**src/rtl/inst_fetch_if.sv**
```systemverilog
// Fetch-stage bus bundle: instruction ROM request/return, execute redirect,
// and the valid/ready hand-off to decode.
interface inst_fetch_if #(
   parameter int ADDR_W = 32,
   parameter int INST_W = 32
);
   logic              o_romEnable;
   logic [ADDR_W-1:0] o_romAddr;
   logic [INST_W-1:0] romInst;
   logic              redirectValid;
   logic [ADDR_W-1:0] redirectAddr;
   logic              o_valid;
   logic [ADDR_W-1:0] o_pc;
   logic [INST_W-1:0] o_inst;
   logic              idReady;

   modport master (
      output o_romEnable,
      output o_romAddr,
      input  romInst,
      input  redirectValid,
      input  redirectAddr,
      output o_valid,
      output o_pc,
      output o_inst,
      input  idReady
   );

   modport slave (
      input  o_romEnable,
      input  o_romAddr,
      output romInst,
      output redirectValid,
      output redirectAddr,
      input  o_valid,
      input  o_pc,
      input  o_inst,
      output idReady
   );
endinterface

```
**src/rtl/inst_fetch.sv**
```systemverilog
// Instruction-fetch requester: PC sequencing, redirect handling and a small
// output queue to decode. FETCH_SKID_BUF_EN selects a 2-entry queue (default 1).
module inst_fetch #(
   parameter int                ADDR_W   = 32,
   parameter int                INST_W   = 32,
   parameter logic [ADDR_W-1:0] RESET_PC = '0
) (
   input logic           clk,
   input logic           rst_n,
   inst_fetch_if.master  bus
);

`ifdef FETCH_SKID_BUF_EN
   localparam logic [1:0] DEPTH = 2'd2;
`else
   localparam logic [1:0] DEPTH = 2'd1;
`endif

   logic              run_q, run_d;
   logic [ADDR_W-1:0] pc_q, pc_d;
   logic [1:0]        count_q, count_d;
   logic [ADDR_W-1:0] head_pc_q, head_pc_d;
   logic [INST_W-1:0] head_inst_q, head_inst_d;
`ifdef FETCH_SKID_BUF_EN
   logic [ADDR_W-1:0] skid_pc_q, skid_pc_d;
   logic [INST_W-1:0] skid_inst_q, skid_inst_d;
`endif

   logic              pop;
   logic              fetch;
   logic [1:0]        cnt_after_pop;

   // run_q keeps the ROM idle in the first cycle after reset is released
   always_comb begin
      pop           = (count_q != 2'd0) && bus.idReady;
      fetch         = run_q && !bus.redirectValid &&
                      ((count_q < DEPTH) || ((count_q == DEPTH) && bus.idReady));
      cnt_after_pop = count_q - {1'b0, pop};

      run_d       = 1'b1;
      pc_d        = pc_q;
      count_d     = cnt_after_pop + {1'b0, fetch};
      head_pc_d   = head_pc_q;
      head_inst_d = head_inst_q;
`ifdef FETCH_SKID_BUF_EN
      skid_pc_d   = skid_pc_q;
      skid_inst_d = skid_inst_q;
      if (pop) begin
         head_pc_d   = skid_pc_q;
         head_inst_d = skid_inst_q;
      end
`endif

      if (fetch) begin
         pc_d = pc_q + ADDR_W'(4);
         if (cnt_after_pop == 2'd0) begin
            head_pc_d   = pc_q;
            head_inst_d = bus.romInst;
         end
`ifdef FETCH_SKID_BUF_EN
         else begin
            skid_pc_d   = pc_q;
            skid_inst_d = bus.romInst;
         end
`endif
      end

      // a redirect discards everything queued; a same-cycle pop already happened
      if (bus.redirectValid) begin
         count_d = 2'd0;
         pc_d    = bus.redirectAddr & ~ADDR_W'(3);
      end
   end

   always_ff @(posedge clk) begin
      if (!rst_n) begin
         run_q       <= 1'b0;
         pc_q        <= RESET_PC;
         count_q     <= 2'd0;
         head_pc_q   <= '0;
         head_inst_q <= '0;
`ifdef FETCH_SKID_BUF_EN
         skid_pc_q   <= '0;
         skid_inst_q <= '0;
`endif
      end else begin
         run_q       <= run_d;
         pc_q        <= pc_d;
         count_q     <= count_d;
         head_pc_q   <= head_pc_d;
         head_inst_q <= head_inst_d;
`ifdef FETCH_SKID_BUF_EN
         skid_pc_q   <= skid_pc_d;
         skid_inst_q <= skid_inst_d;
`endif
      end
   end

   assign bus.o_romEnable = fetch;
   assign bus.o_romAddr   = pc_q;
   assign bus.o_valid     = (count_q != 2'd0);
   assign bus.o_pc        = head_pc_q;
   assign bus.o_inst      = head_inst_q;

endmodule

```
**src/flat_wrapper.sv**
```systemverilog
// flat-port wrapper written by rule: the top's interface ports become plain ports
module inst_fetch_flat 
#(
   parameter int                ADDR_W   = 32,
   parameter int                INST_W   = 32,
   parameter logic [ADDR_W-1:0] RESET_PC = '0
)
  (clk, rst_n, bus_o_romEnable, bus_o_romAddr, bus_romInst, bus_redirectValid, bus_redirectAddr, bus_o_valid, bus_o_pc, bus_o_inst, bus_idReady);
  inst_fetch_if #(.ADDR_W(ADDR_W), .INST_W(INST_W)) bus_i ();
  input logic clk;
  input logic rst_n;
  output wire logic [$bits(bus_i.o_romEnable)-1:0] bus_o_romEnable;
  output wire logic [$bits(bus_i.o_romAddr)-1:0] bus_o_romAddr;
  input wire logic [$bits(bus_i.romInst)-1:0] bus_romInst;
  input wire logic [$bits(bus_i.redirectValid)-1:0] bus_redirectValid;
  input wire logic [$bits(bus_i.redirectAddr)-1:0] bus_redirectAddr;
  output wire logic [$bits(bus_i.o_valid)-1:0] bus_o_valid;
  output wire logic [$bits(bus_i.o_pc)-1:0] bus_o_pc;
  output wire logic [$bits(bus_i.o_inst)-1:0] bus_o_inst;
  input wire logic [$bits(bus_i.idReady)-1:0] bus_idReady;
  assign bus_o_romEnable = bus_i.o_romEnable;
  assign bus_o_romAddr = bus_i.o_romAddr;
  assign bus_i.romInst = bus_romInst;
  assign bus_i.redirectValid = bus_redirectValid;
  assign bus_i.redirectAddr = bus_redirectAddr;
  assign bus_o_valid = bus_i.o_valid;
  assign bus_o_pc = bus_i.o_pc;
  assign bus_o_inst = bus_i.o_inst;
  assign bus_i.idReady = bus_idReady;
  inst_fetch #(.ADDR_W(ADDR_W), .INST_W(INST_W), .RESET_PC(RESET_PC)) u_core (.clk(clk), .rst_n(rst_n), .bus(bus_i));
endmodule
```
**config.mk**
```make
export PLATFORM = sky130hd
export DESIGN_NAME = inst_fetch_flat
export DESIGN_NICKNAME = d
export VERILOG_FILES = /design/src/rtl/inst_fetch_if.sv /design/src/rtl/inst_fetch.sv /design/src/flat_wrapper.sv
export SDC_FILE = /design/constraint.sdc
export NUM_CORES = 1
export LEC_CHECK = 0
export CAP_MARGIN = 20
export CORE_ASPECT_RATIO = 1.2
export CORE_MARGIN = 2
export CORE_UTILIZATION = 30
export DETAILED_ROUTE_END_ITERATION = 16
export PLACE_DENSITY = 0.67
export SLEW_MARGIN = 20
export SYNTH_ARGS = -nofsm -noshare
export SYNTH_HDL_FRONTEND = slang
export SYNTH_SLANG_ARGS = --single-unit
```
**constraint.sdc**
```tcl
create_clock -name clk -period 3.1 [get_ports clk]
set_input_delay 0.62 -clock clk [delete_from_list [all_inputs] [get_ports clk]]
set_output_delay 0.62 -clock clk [all_outputs]
set_load 0.02 [all_outputs]
```
==> results.txt, run 1 <==
----------------------------------------------------
[Run status]
  Outcome ... finished clean

[Yosys]
  Area fraction of the dominant cell type after synthesis ... 0.463
  Post-synth top flop ... sky130_fd_sc_hd__dfxtp_1
  Distinct cell type count of the synthesized netlist ... 38
  Async S/R FF share, synth ... 0
  Total number of yosys warnings ... 0
  #FFs+latches synth ... 95
  Post-Syn Area per Cell ... 8.32 sq um
  Synth area leaders ... sky130_fd_sc_hd__dfxtp_1 (46%), sky130_fd_sc_hd__nand2_1 (13%), sky130_fd_sc_hd__a21boi_0 (11%)
  Most used standard cell by instance count after synthesis ... sky130_fd_sc_hd__nand2_1
  Number of instances in the synthesized netlist ... 494
  Register area share after synthesis ... 0.463
  Cell taking the most area after synthesis ... sky130_fd_sc_hd__dfxtp_1
  Summed instance area of the synthesized netlist ... 4110 sq um
  Number of synthesized flops with an enable pin ... 0
  Most frequent cells after synthesis ... sky130_fd_sc_hd__nand2_1 (138), sky130_fd_sc_hd__dfxtp_1 (95), sky130_fd_sc_hd__a21boi_0 (62)

[CTS]
  Clk_lat worst skew ... 0.34 ns
  Cell at the root of the clock tree ... sky130_fd_sc_hd__clkbuf_16
  Clock sink count ... 95
  H-Tree Level Count ... 3
  CTS buffer count ... 9
  Cts-stage hold buffer count ... 0
  Max Buffers Root-to-Sink ... 2
  Worst-path clk slew ... 0.06 ns
  Number of resized instances in the post-cts repair step ... 0
  Post-CTS Setup Repair Bufs ... 0
  TritonCTS clock tree ... done

[Place]
  Half-perimeter wire length after placement ... 8210 um
  RD Place Congestion ... 0.807
  Input/output buffers ... 159
  Placed cells ... 793

[Routing]
  Detailed Routing Iterations Pass 1 ... 5
  Residual antenna-violating net count after detailed routing ... 0
  Total length of routed wires ... 11700 um
  Iteration-0 DRC count of the detailed router ... 214
  Routed vias/inst ... 4.81
  DR vias ... 3895
  Wirelength per Cell ... 14.5 um
  DR DRC count ... 0

[Die]
  Cell row count ... 46
  Initial Util ... 0.309
  I/O pin cnt ... 166
  Die height ... 132 um
  Horizontal die dimension ... 111 um
  Area of the die ... 14700 sq um
  Placeable core region ... 13300 sq um

[STA]
  Setup total negative slack ... 0 ns
  Number of pins with negative max-slew slack in the final report ... 0
  Relative max-transition margin ... 0.423
  Ratio of final minimum period to clock period ... 0.923
  Transition at the pin with the smallest max-transition slack ... 0.866 ns
  Final-report hold violation count ... 0
  Setup repair after global routing missed its margin ... no
  Final period demand of the worst path ... 2.86 ns
  Worst-case hold slack ... 0.462 ns
  Layout Skew ... 0.00770 ns
  Final setup violation count ... 0
  Max Fclk ... 350 MHz

[Global route]
  Maximum number of pins on one net before global-route repair ... 63
  Number of global-route vias before repair ... 3824
  Gr usage total ... 0.160
  Number of antenna violations at the first check in global routing ... 0
  Total grt overflow ... 0
  First-pass GRT wire length ... 19200 um

[Cells and area]
  Layout overhead on the synthesized area ... 49.4%
  Share of post-route cells with drive strength above 1 ... 0.0499
  Filler Cell Count ... 1297
  Number of standard cells in the layout, taps in and fillers out ... 809
  NumNets Final ... 707
  Diodes inserted ... 0

[Job]
  Maximum Capacitance Violations ... 0

[Setup path]
  Nature of the critical path endpoint ... output pin
  Critical path class ... in2out
  Worst path required time ... 2.48 ns
  Kind of launch point of the worst setup path ... primary input
  Maximum fanout encountered on the critical timing path ... 5
  Path depth of the worst reg2reg path ... 8
  Critical Path AT ... 2.24 ns

[Pwr]
  Leakage power of the design ... 2.11 nW
  Power Density ... 483 nW/um^2
  Max IR drop VDD ... 224 uV

[Worst hold path]
  Worst hold-check path type ... reg2reg
  Number of cells on the worst hold path ... 2

----------------------------------------------------
power by group:
group | switching [mW] | internal [mW]
clock | 0.470 | 0.626
combinational | 0.255 | 0.264
sequential | 0.0639 | 1.29
cell usage in the layout, fill, tap and decap left out, drive strengths merged, types with 2 or more instances in the layout:
master | Yosys | layout
clkdlybuf4s50 | 0 | 158
nand2 | 138 | 138
dfxtp | 95 | 95
a21boi | 62 | 62
o21ai | 31 | 31
a21oi | 18 | 18
xnor2 | 17 | 17
nor4 | 11 | 11
clkbuf | 32 | 11
buf | 9 | 11
nand3 | 9 | 9
or3 | 7 | 7
a31oi | 7 | 7
and3 | 7 | 7
inv | 6 | 6
nand4 | 6 | 6
xor2 | 6 | 6
and2 | 5 | 5
and4 | 4 | 4
conb | 1 | 4
nand2b | 3 | 3
nor2 | 3 | 3
o211a | 3 | 3
ha | 3 | 3
or4 | 3 | 3
o31ai | 2 | 2
clkinvlp | 0 | 2
clkinv | 0 | 2
cell type report:
type | instances | area (sq um) | area share
timing repair buffer | 169 | 1700 | 0.277
tap | 168 | 210 | 0.0342
clock buffer | 11 | 233 | 0.0379
multi-input combinational | 355 | 2010 | 0.328
inverter | 6 | 22.5 | 0.00367
sequential | 95 | 1900 | 0.310
clock inverter | 5 | 58.8 | 0.00958
per-stage QoR:
| step | utilization | cell area (sq um) | total power, mW | setup WS [ns] |
|---|---|---|---|---|
| global route | 0.462 | 6140 | 3.11 | 0.139 |
| CTS | 0.462 | 6140 | 3.01 | 0.229 |
| global placement | 0.440 | 5850 | 1.89 | 0.232 |
| finish | 0.462 | 6140 | 2.97 | 0.240 |
| detailed placement | 0.440 | 5850 | 1.90 | 0.212 |
| floorplan | - | 4120 | 1.62 | 0.825 |
critical path, stage by stage:
cell	delay [ns]
sky130_fd_sc_hd__clkdlybuf4s50_1	0.47
sky130_fd_sc_hd__nand2b_1	0.20
sky130_fd_sc_hd__nand2_1	0.10
sky130_fd_sc_hd__nor2_1	0.17
sky130_fd_sc_hd__clkdlybuf4s50_1	0.67
flip-flops by register name, indices dropped and copies added, names as in the netlist:
name and cells:
u_core.bus.o_pc 30, u_core.count_q 2, u_core.bus.o_romAddr 30, u_core.bus.o_inst 32
u_core.run_q 1
routing by layer:
metal	part of all wire	up-vias	track usage	wire length (um)
li1	-	1955	-	-
met1	0.45	1787	0.197	5210
met2	0.47	133	0.266	5490
met3	0.062	20	0.0460	731
met4	0.023	0	0.0604	272
met5	0	-	0	0
kinds of logic (layout without fill, tap and decap cells):
| group | after synthesis | after routing | share of synthesized area |
|---|---|---|---|
| xor+xnor | 23 | 23 | 0.0490 |
| fa+ha+maj | 3 | 3 | 0.00914 |
| simple gates | 199 | 199 | 0.224 |
| flops | 95 | 95 | 0.463 |
| compound gates | 125 | 125 | 0.199 |
| buf+inv | 47 | 191 | 0.0524 |
| other cells | 1 | 4 | 0.000913 |
| mux | 1 | 1 | 0.00244 |
path summary, 6_finish.rpt:
kind | from | to | slack [ns]
worst max-delay path | bus_idReady | bus_o_romEnable | 0.24
worst min register to register | u_core.bus.o_inst[11] | u_core.bus.o_inst[11] | 0.46
worst max register to register | u_core.count_q[1] | u_core.bus.o_inst[21] | 0.59
worst min-delay path | u_core.bus.o_inst[11] | u_core.bus.o_inst[11] | 0.46
(Power assumes the default switching activity.)
==> run 2: changes to the inputs <==
--- a/config.mk
+++ b/config.mk
@@ -6,11 +6,13 @@
 export NUM_CORES = 1
 export LEC_CHECK = 0
 export CAP_MARGIN = 20
+export CELL_PAD_IN_SITES_DETAIL_PLACEMENT = 2
+export CELL_PAD_IN_SITES_GLOBAL_PLACEMENT = 2
 export CORE_ASPECT_RATIO = 1.2
 export CORE_MARGIN = 2
-export CORE_UTILIZATION = 30
+export CORE_UTILIZATION = 21
 export DETAILED_ROUTE_END_ITERATION = 16
-export PLACE_DENSITY = 0.67
+export PLACE_DENSITY = 0.82
 export SLEW_MARGIN = 20
 export SYNTH_ARGS = -nofsm -noshare
 export SYNTH_HDL_FRONTEND = slang
==> constraint.sdc (replaced) <==
create_clock -name clk -period 2.4 [get_ports clk]
set_input_delay 0.48 -clock clk [delete_from_list [all_inputs] [get_ports clk]]
set_output_delay 0.48 -clock clk [all_outputs]
set_load 0.02 [all_outputs]
==> run 2 against run 1 <==
  * Sequential cell count stayed put
  * Clock power is 46% higher
  * Sequential power rose by 28%
  * Wire length up 35%
  * Critical endpoint unchanged
  * Global-route usage down 0.60 points
  * Highest routed layer unchanged
  * Register-to-register slack got worse by 0.46 ns
  * Die area increased by 41%
  * Largest power group unchanged
  * Power grew 38%
==> results.txt, run 2 (synthesis results as in run 1) <==
----------------------------------------------------
[Setup path]
  Number of gates on the worst path with buffers counted ... 5 (unchanged)
  Nature of the critical path endpoint ... output pin
  Maximum fanout encountered on the critical timing path ... 4 (-1)
  Path depth of the worst reg2reg path ... 8 (unchanged)
  Critical register-to-register path endpoint ... u_core.bus.o_inst[23]
  Delay of the slowest cell on the worst path ... 0.50 ns (-0.17 ns)
  Critical path class ... in2out
  Largest delay share family, worst path ... buffers and inverters
  Standard cell with the maximum stage delay on the critical path ... sky130_fd_sc_hd__clkdlybuf4s50_1
  Critical Path AT ... 1.84 ns (-0.40 ns)
  CP Buf/Inv Count ... 2 (unchanged)
  FF-to-FF setup slack ... 0.13 ns (-0.46 ns)
  Startpoint of the worst-slack reg-to-reg timing path ... u_core.count_q[1]
  Critical path cell sequence ... clkdlybuf4s50_1 > nand2b_2 > nand2_1 > nor2_1 > clkdlybuf4s15_2
  Kind of launch point of the worst setup path ... primary input
  Worst path required time ... 1.92 ns (-0.56 ns)

[Global route]
  Number of antenna violations at the first check in global routing ... 0 (unchanged)
  Gr usage total ... 0.154 (-0.00605)
  Maximum number of pins on one net before global-route repair ... 73 (+16%)
  Number of global-route vias before repair ... 4547 (+19%)
  First-pass GRT wire length ... 25100 um (+30%)
  Total grt overflow ... 0 (unchanged)

[Place]
  Placed cells ... 910 (+15%)
  RD Place Congestion ... 0.771 (-4.5%)
  Half-perimeter wire length after placement ... 11600 um (+42%)
  Setup WS pre-CTS ... -0.365 ns (-0.577 ns)
  Input/output buffers ... 159 (unchanged)

[Die]
  I/O pin cnt ... 166 (unchanged)
  Area of the die ... 20700 sq um (+41%)
  Cell row count ... 56 (+22%)
  Initial Util ... 0.212 (-0.0966)
  Placeable core region ... 19300 sq um (+45%)
  Horizontal die dimension ... 132 um (+19%)
  Die height ... 157 um (+19%)

[CTS]
  Clk_lat worst skew ... 0.35 ns (about the same)
  Max Buffers Root-to-Sink ... 2 (unchanged)
  Worst-path clk slew ... 0.07 ns (about the same)
  Clock sink count ... 95 (unchanged)
  Cell at the root of the clock tree ... sky130_fd_sc_hd__clkbuf_16
  H-Tree Level Count ... 3 (unchanged)
  Post-CTS Setup Repair Bufs ... 0 (unchanged)
  TritonCTS clock tree ... done
  CTS buffer count ... 9 (unchanged)

[STA]
  Final period demand of the worst path ... 2.32 ns
  Final-report hold violation count ... 0 (unchanged)
  Ratio of final minimum period to clock period ... 0.968
  Max Fclk ... 431 MHz
  Setup repair after global routing missed its margin ... no
  Worst setup slack after layout ... 0.0772 ns (-0.162 ns)
  Number of pins with negative max-slew slack in the final report ... 0 (unchanged)
  Worst-case hold slack ... 0.467 ns (+0.00471 ns)
  Layout Skew ... 0.00865 ns (+0.000950 ns)
  Final setup violation count ... 0 (unchanged)

[Cells and area]
  Leading cell types in the layout, fill and taps excluded ... sky130_fd_sc_hd__clkdlybuf4s50_1 (157), sky130_fd_sc_hd__nand2_1 (138), sky130_fd_sc_hd__dfxtp_1 (95)
  NumNets Final ... 732 (+3.5%)
  Filler Cell Count ... 2192 (+69%)
  Layout overhead on the synthesized area ... 58.2%
  Utilization after layout ... 0.336 (-0.126)
  Share of post-route cells with drive strength above 1 ... 0.0886 (+0.0387)
  Number of standard cells in the layout, taps in and fillers out ... 927 (+15%)
  Diodes inserted ... 0 (unchanged)
  Largest register FFs ... 32 (unchanged)
  Most common cell after layout, fill and taps aside ... sky130_fd_sc_hd__clkdlybuf4s50_1

[Worst hold path]
  Number of cells on the worst hold path ... 2 (unchanged)
  Worst hold-check path type ... reg2reg
  Launch point of the worst hold path ... u_core.bus.o_pc[14]
  Destination of the worst hold path ... u_core.bus.o_pc[14]

[Pwr]
  Power Density ... 630 nW/um^2 (+30%)
  Leakage power of the design ... 2.26 nW (+7.4%)
  Max IR drop VDD ... 302 uV (+35%)

[Run status]
  Outcome ... finished clean

[Routing]
  Wirelength per Cell ... 17.0 um (+18%)
  Routed vias/inst ... 4.48 (-6.9%)
  Detailed Routing Iterations Pass 1 ... 4 (-1)
  Iteration-0 DRC count of the detailed router ... 75 (-65%)
  DR vias ... 4156 (+6.7%)
  Total length of routed wires ... 15800 um (+35%)
  DR DRC count ... 0 (unchanged)
  Residual antenna-violating net count after detailed routing ... 0 (unchanged)

[Job]
  Maximum Capacitance Violations ... 0 (unchanged)

----------------------------------------------------
-- run 2: what timing repair did --
| item | 4_1_cts | 5_1_grt |
|---|---|---|
| pin swaps | 0 | 1 |
| hold buffers | 0 | 0 |
| endpoints found under the setup margin | 61 | 14 |
| gates resized for setup | 10 | 0 |
| gates cloned | 0 | 1 |
-- run 2: cell type report --
| type | count | area (sq um) | area share |
|---|---|---|---|
| well taps | 261 | 327 | 0.0503 |
| repair buffers | 194 | 1900 | 0.293 |
| inverters | 6 | 22.5 | 0.00347 |
| flip-flops and latches | 95 | 1900 | 0.293 |
| clock inverters | 3 | 65.1 | 0.0100 |
| clock buffers | 13 | 260 | 0.0400 |
| multi-input cells | 355 | 2020 | 0.311 |
-- run 2: worst max path at each step --
stage | startpoint | end
2_1_floorplan | u_core.count_q[1] | u_core.bus.o_pc[14]
3_3_place_gp | bus_idReady | u_core.bus.o_pc[14]
3_5_place_dp | bus_idReady | u_core.bus.o_inst[23]
4_1_cts | u_core.count_q[1] | u_core.bus.o_inst[23]
5_1_grt | bus_idReady | bus_o_romEnable
6_report | bus_idReady | bus_o_romEnable
-- run 2: power breakdown --
group | internal, mW | switching [mW]
logic | 0.375 | 0.383
clock network | 0.971 | 0.635
registers | 1.66 | 0.0684
total | 3.01 | 1.09
-- run 2: worst reg2reg max path: cells and delay by family (launching register included) --
| family | cells | cell delay, ns |
|---|---|---|
| buffers and inverters | 2 | 0.25 |
| AND/OR/NAND/NOR | 4 | 1.14 |
| flip-flops | 1 | 0.33 |
| adder cells (fa/ha/maj) | 1 | 0.27 |
| AO/OA/AOI/OAI | 1 | 0.13 |
-- run 2: through the flow --
stage | instance area [sq um] | power (mW) | TNS, ns
3_5_place_dp | 6140 | 2.53 | -18.95
3_3_place_gp | 6140 | 2.49 | -14.55
6_report | 6500 | 4.10 | 0
2_1_floorplan | 4120 | 2.10 | 0
4_1_cts | 6490 | 4.18 | 0
5_1_grt | 6500 | 4.30 | 0
-- run 2: layer usage --
layer	vias up	global-route usage	wire length [um]
li1	2002	-	-
met1	2028	0.163	6350
met2	111	0.300	8510
met3	15	0.0319	671
met4	0	0.0575	258
met5	-	0	0
==> run 3: changes to the inputs <==
--- a/config.mk
+++ b/config.mk
@@ -9,7 +9,7 @@
 export CELL_PAD_IN_SITES_DETAIL_PLACEMENT = 2
 export CELL_PAD_IN_SITES_GLOBAL_PLACEMENT = 2
 export CORE_ASPECT_RATIO = 1.2
-export CORE_MARGIN = 2
+export CORE_MARGIN = 1
 export CORE_UTILIZATION = 21
 export DETAILED_ROUTE_END_ITERATION = 16
 export PLACE_DENSITY = 0.82
==> run 3 against run 2 <==
  * Register-to-register slack improved by 0.05 ns
  * Fmax rose by 4.2%
  * Hold slack got worse by 0.0014 ns
  * Largest cell class unchanged
  * Critical path depth did not move
  * Utilization rose by 0.94 points
  * Sequential share of layout area fell by 0.28 points
  * First-iteration DRC count rose by 9.3%
==> results.txt, run 3 (synthesis results as in run 1) <==
----------------------------------------------------
[CTS]
  Clk_lat worst skew ... 0.35 ns (about the same)
  Max Buffers Root-to-Sink ... 2 (unchanged)
  Cts-stage hold buffer count ... 0 (unchanged)
  Clock sink count ... 95 (unchanged)
  Cell at the root of the clock tree ... sky130_fd_sc_hd__clkbuf_16
  CTS buffer count ... 9 (unchanged)
  TritonCTS clock tree ... done
  Worst-path clk slew ... 0.07 ns (about the same)
  Post-CTS Setup Repair Bufs ... 0 (unchanged)
  H-Tree Level Count ... 3 (unchanged)

[Setup path]
  Delay of the slowest cell on the worst path ... 0.48 ns (-0.02 ns)
  Maximum fanout encountered on the critical timing path ... 4 (unchanged)
  Nature of the critical path endpoint ... output pin
  Critical path class ... in2out
  Worst path required time ... 1.92 ns (about the same)
  Critical Path AT ... 1.75 ns (-0.09 ns)
  Critical path cell sequence ... clkdlybuf4s50_1 > nand2b_2 > nand2_1 > nor2_1 > dlygate4sd2_1
  Kind of launch point of the worst setup path ... primary input
  Standard cell with the maximum stage delay on the critical path ... sky130_fd_sc_hd__clkdlybuf4s50_1

[Global route]
  First-pass GRT wire length ... 25200 um (+0.66%)
  Gr usage total ... 0.165 (+0.0109)
  Maximum number of pins on one net before global-route repair ... 53 (-27%)
  Total grt overflow ... 0 (unchanged)
  Number of global-route vias before repair ... 4750 (+4.5%)
  Number of antenna violations at the first check in global routing ... 0 (unchanged)

[Cells and area]
  NumNets Final ... 739 (+0.96%)
  Filler Cell Count ... 2173 (-0.87%)
  Diodes inserted ... 0 (unchanged)
  Layout overhead on the synthesized area ... 59.7%
  Leading cell types in the layout, fill and taps excluded ... sky130_fd_sc_hd__clkdlybuf4s50_1 (157), sky130_fd_sc_hd__nand2_1 (138), sky130_fd_sc_hd__dfxtp_1 (95)
  Most common cell after layout, fill and taps aside ... sky130_fd_sc_hd__clkdlybuf4s50_1
  Share of post-route cells with drive strength above 1 ... 0.0981 (+0.00948)
  Largest register FFs ... 32 (unchanged)

[Routing]
  Residual antenna-violating net count after detailed routing ... 0 (unchanged)
  DR vias ... 4181 (+0.60%)
  Iteration-0 DRC count of the detailed router ... 82 (+9.3%)
  Total length of routed wires ... 16000 um (+1.5%)
  Detailed Routing Iterations Pass 1 ... 4 (unchanged)
  Routed vias/inst ... 4.50 (+0.38%)
  DR DRC count ... 0 (unchanged)
  Wirelength per Cell ... 17.2 um (+1.3%)

[Run status]
  Outcome ... finished clean

[STA]
  Final setup violation count ... 0 (unchanged)
  Max Fclk ... 449 MHz (+4.2%)
  Layout Skew ... 0.00869 ns (+0.0000449 ns)
  Ratio of final minimum period to clock period ... 0.929 (-0.0390)
  Number of pins with negative max-slew slack in the final report ... 0 (unchanged)
  Final-report hold violation count ... 0 (unchanged)
  Worst-case hold slack ... 0.465 ns (-0.00137 ns)
  Final period demand of the worst path ... 2.23 ns (-0.0936 ns)
  Setup total negative slack ... 0 ns (unchanged)
  Setup repair after global routing missed its margin ... no

[Pwr]
  Leakage power of the design ... 2.30 nW (+1.7%)
  Max IR drop VDD ... 327 uV (+8.3%)
  Power Density ... 610 nW/um^2 (-3.2%)

[Job]
  Maximum Capacitance Violations ... 0 (unchanged)

[Place]
  Half-perimeter wire length after placement ... 11600 um (-0.56%)
  RD Place Congestion ... 0.755 (-2.1%)
  Input/output buffers ... 159 (unchanged)

[Die]
  I/O pin cnt ... 166 (unchanged)
  Die height ... 155 um (-1.3%)
  Horizontal die dimension ... 130 um (-1.5%)
  Area of the die ... 20100 sq um (-2.8%)
  Initial Util ... 0.216 (+0.00386)
  Cell row count ... 55 (-1.8%)
  Placeable core region ... 19000 sq um (-1.8%)

[Worst hold path]
  Worst hold-check path type ... reg2reg

----------------------------------------------------
-- run 3: layout make-up --
cell class	instances	area [sq um]	share of cell area
repair buffers	201	2000	0.305
multi-input cells	355	2020	0.308
clock inverters	6	70.1	0.0107
clock buffers	10	229	0.0349
inverters	6	22.5	0.00343
flip-flops and latches	95	1900	0.290
well taps	256	320	0.0488
-- run 3: path summary, 6_finish.rpt --
kind,startpoint,endpoint,slack [ns],cells after the start
max,bus_idReady,bus_o_romEnable,0.17,5
min,u_core.bus.o_pc[12],u_core.bus.o_pc[12],0.47,2
max reg2reg,u_core.count_q[0],u_core.bus.o_pc[8],0.18,8
min reg2reg,u_core.bus.o_pc[12],u_core.bus.o_pc[12],0.47,2
-- run 3: repair_timing --
item,CTS,global route
endpoints found under the setup margin,57,50
pin swaps,0,2
resized for setup,2,4
gates cloned,2,0
-- run 3: metal layers --
layer	track usage	wire length, um	part of all wire	up-vias
li1	-	-	-	2017
met1	0.178	6600	0.41	2043
met2	0.316	8430	0.53	107
met3	0.0365	764	0.048	14
met4	0.0454	222	0.014	0
met5	0	0	0	-
-- run 3: critical path, delay by kind of cell --
family | cells | cell delay [ns]
AND/OR/NAND/NOR | 3 | 0.40
buffers and inverters | 2 | 0.87
-- run 3: stage by stage --
stage	util	instances	setup slack [ns]	instance area [sq um]	power, mW
4_1_cts	0.345	929	0.00387	6560	4.09
3_5_place_dp	0.326	911	-0.342	6190	2.54
2_1_floorplan	-	497	0.125	4120	2.10
6_report	0.345	929	0.171	6560	4.00
5_1_grt	0.345	929	0.00875	6560	4.19
3_3_place_gp	0.326	911	-0.197	6190	2.50
-- run 3: where the power goes --
part	internal [mW]	leakage, nW	switching [mW]
Sequential	1.66	0.778	0.0640
Combinational	0.400	1.39	0.398
Clock	0.815	0.135	0.664
Total	2.88	2.30	1.13
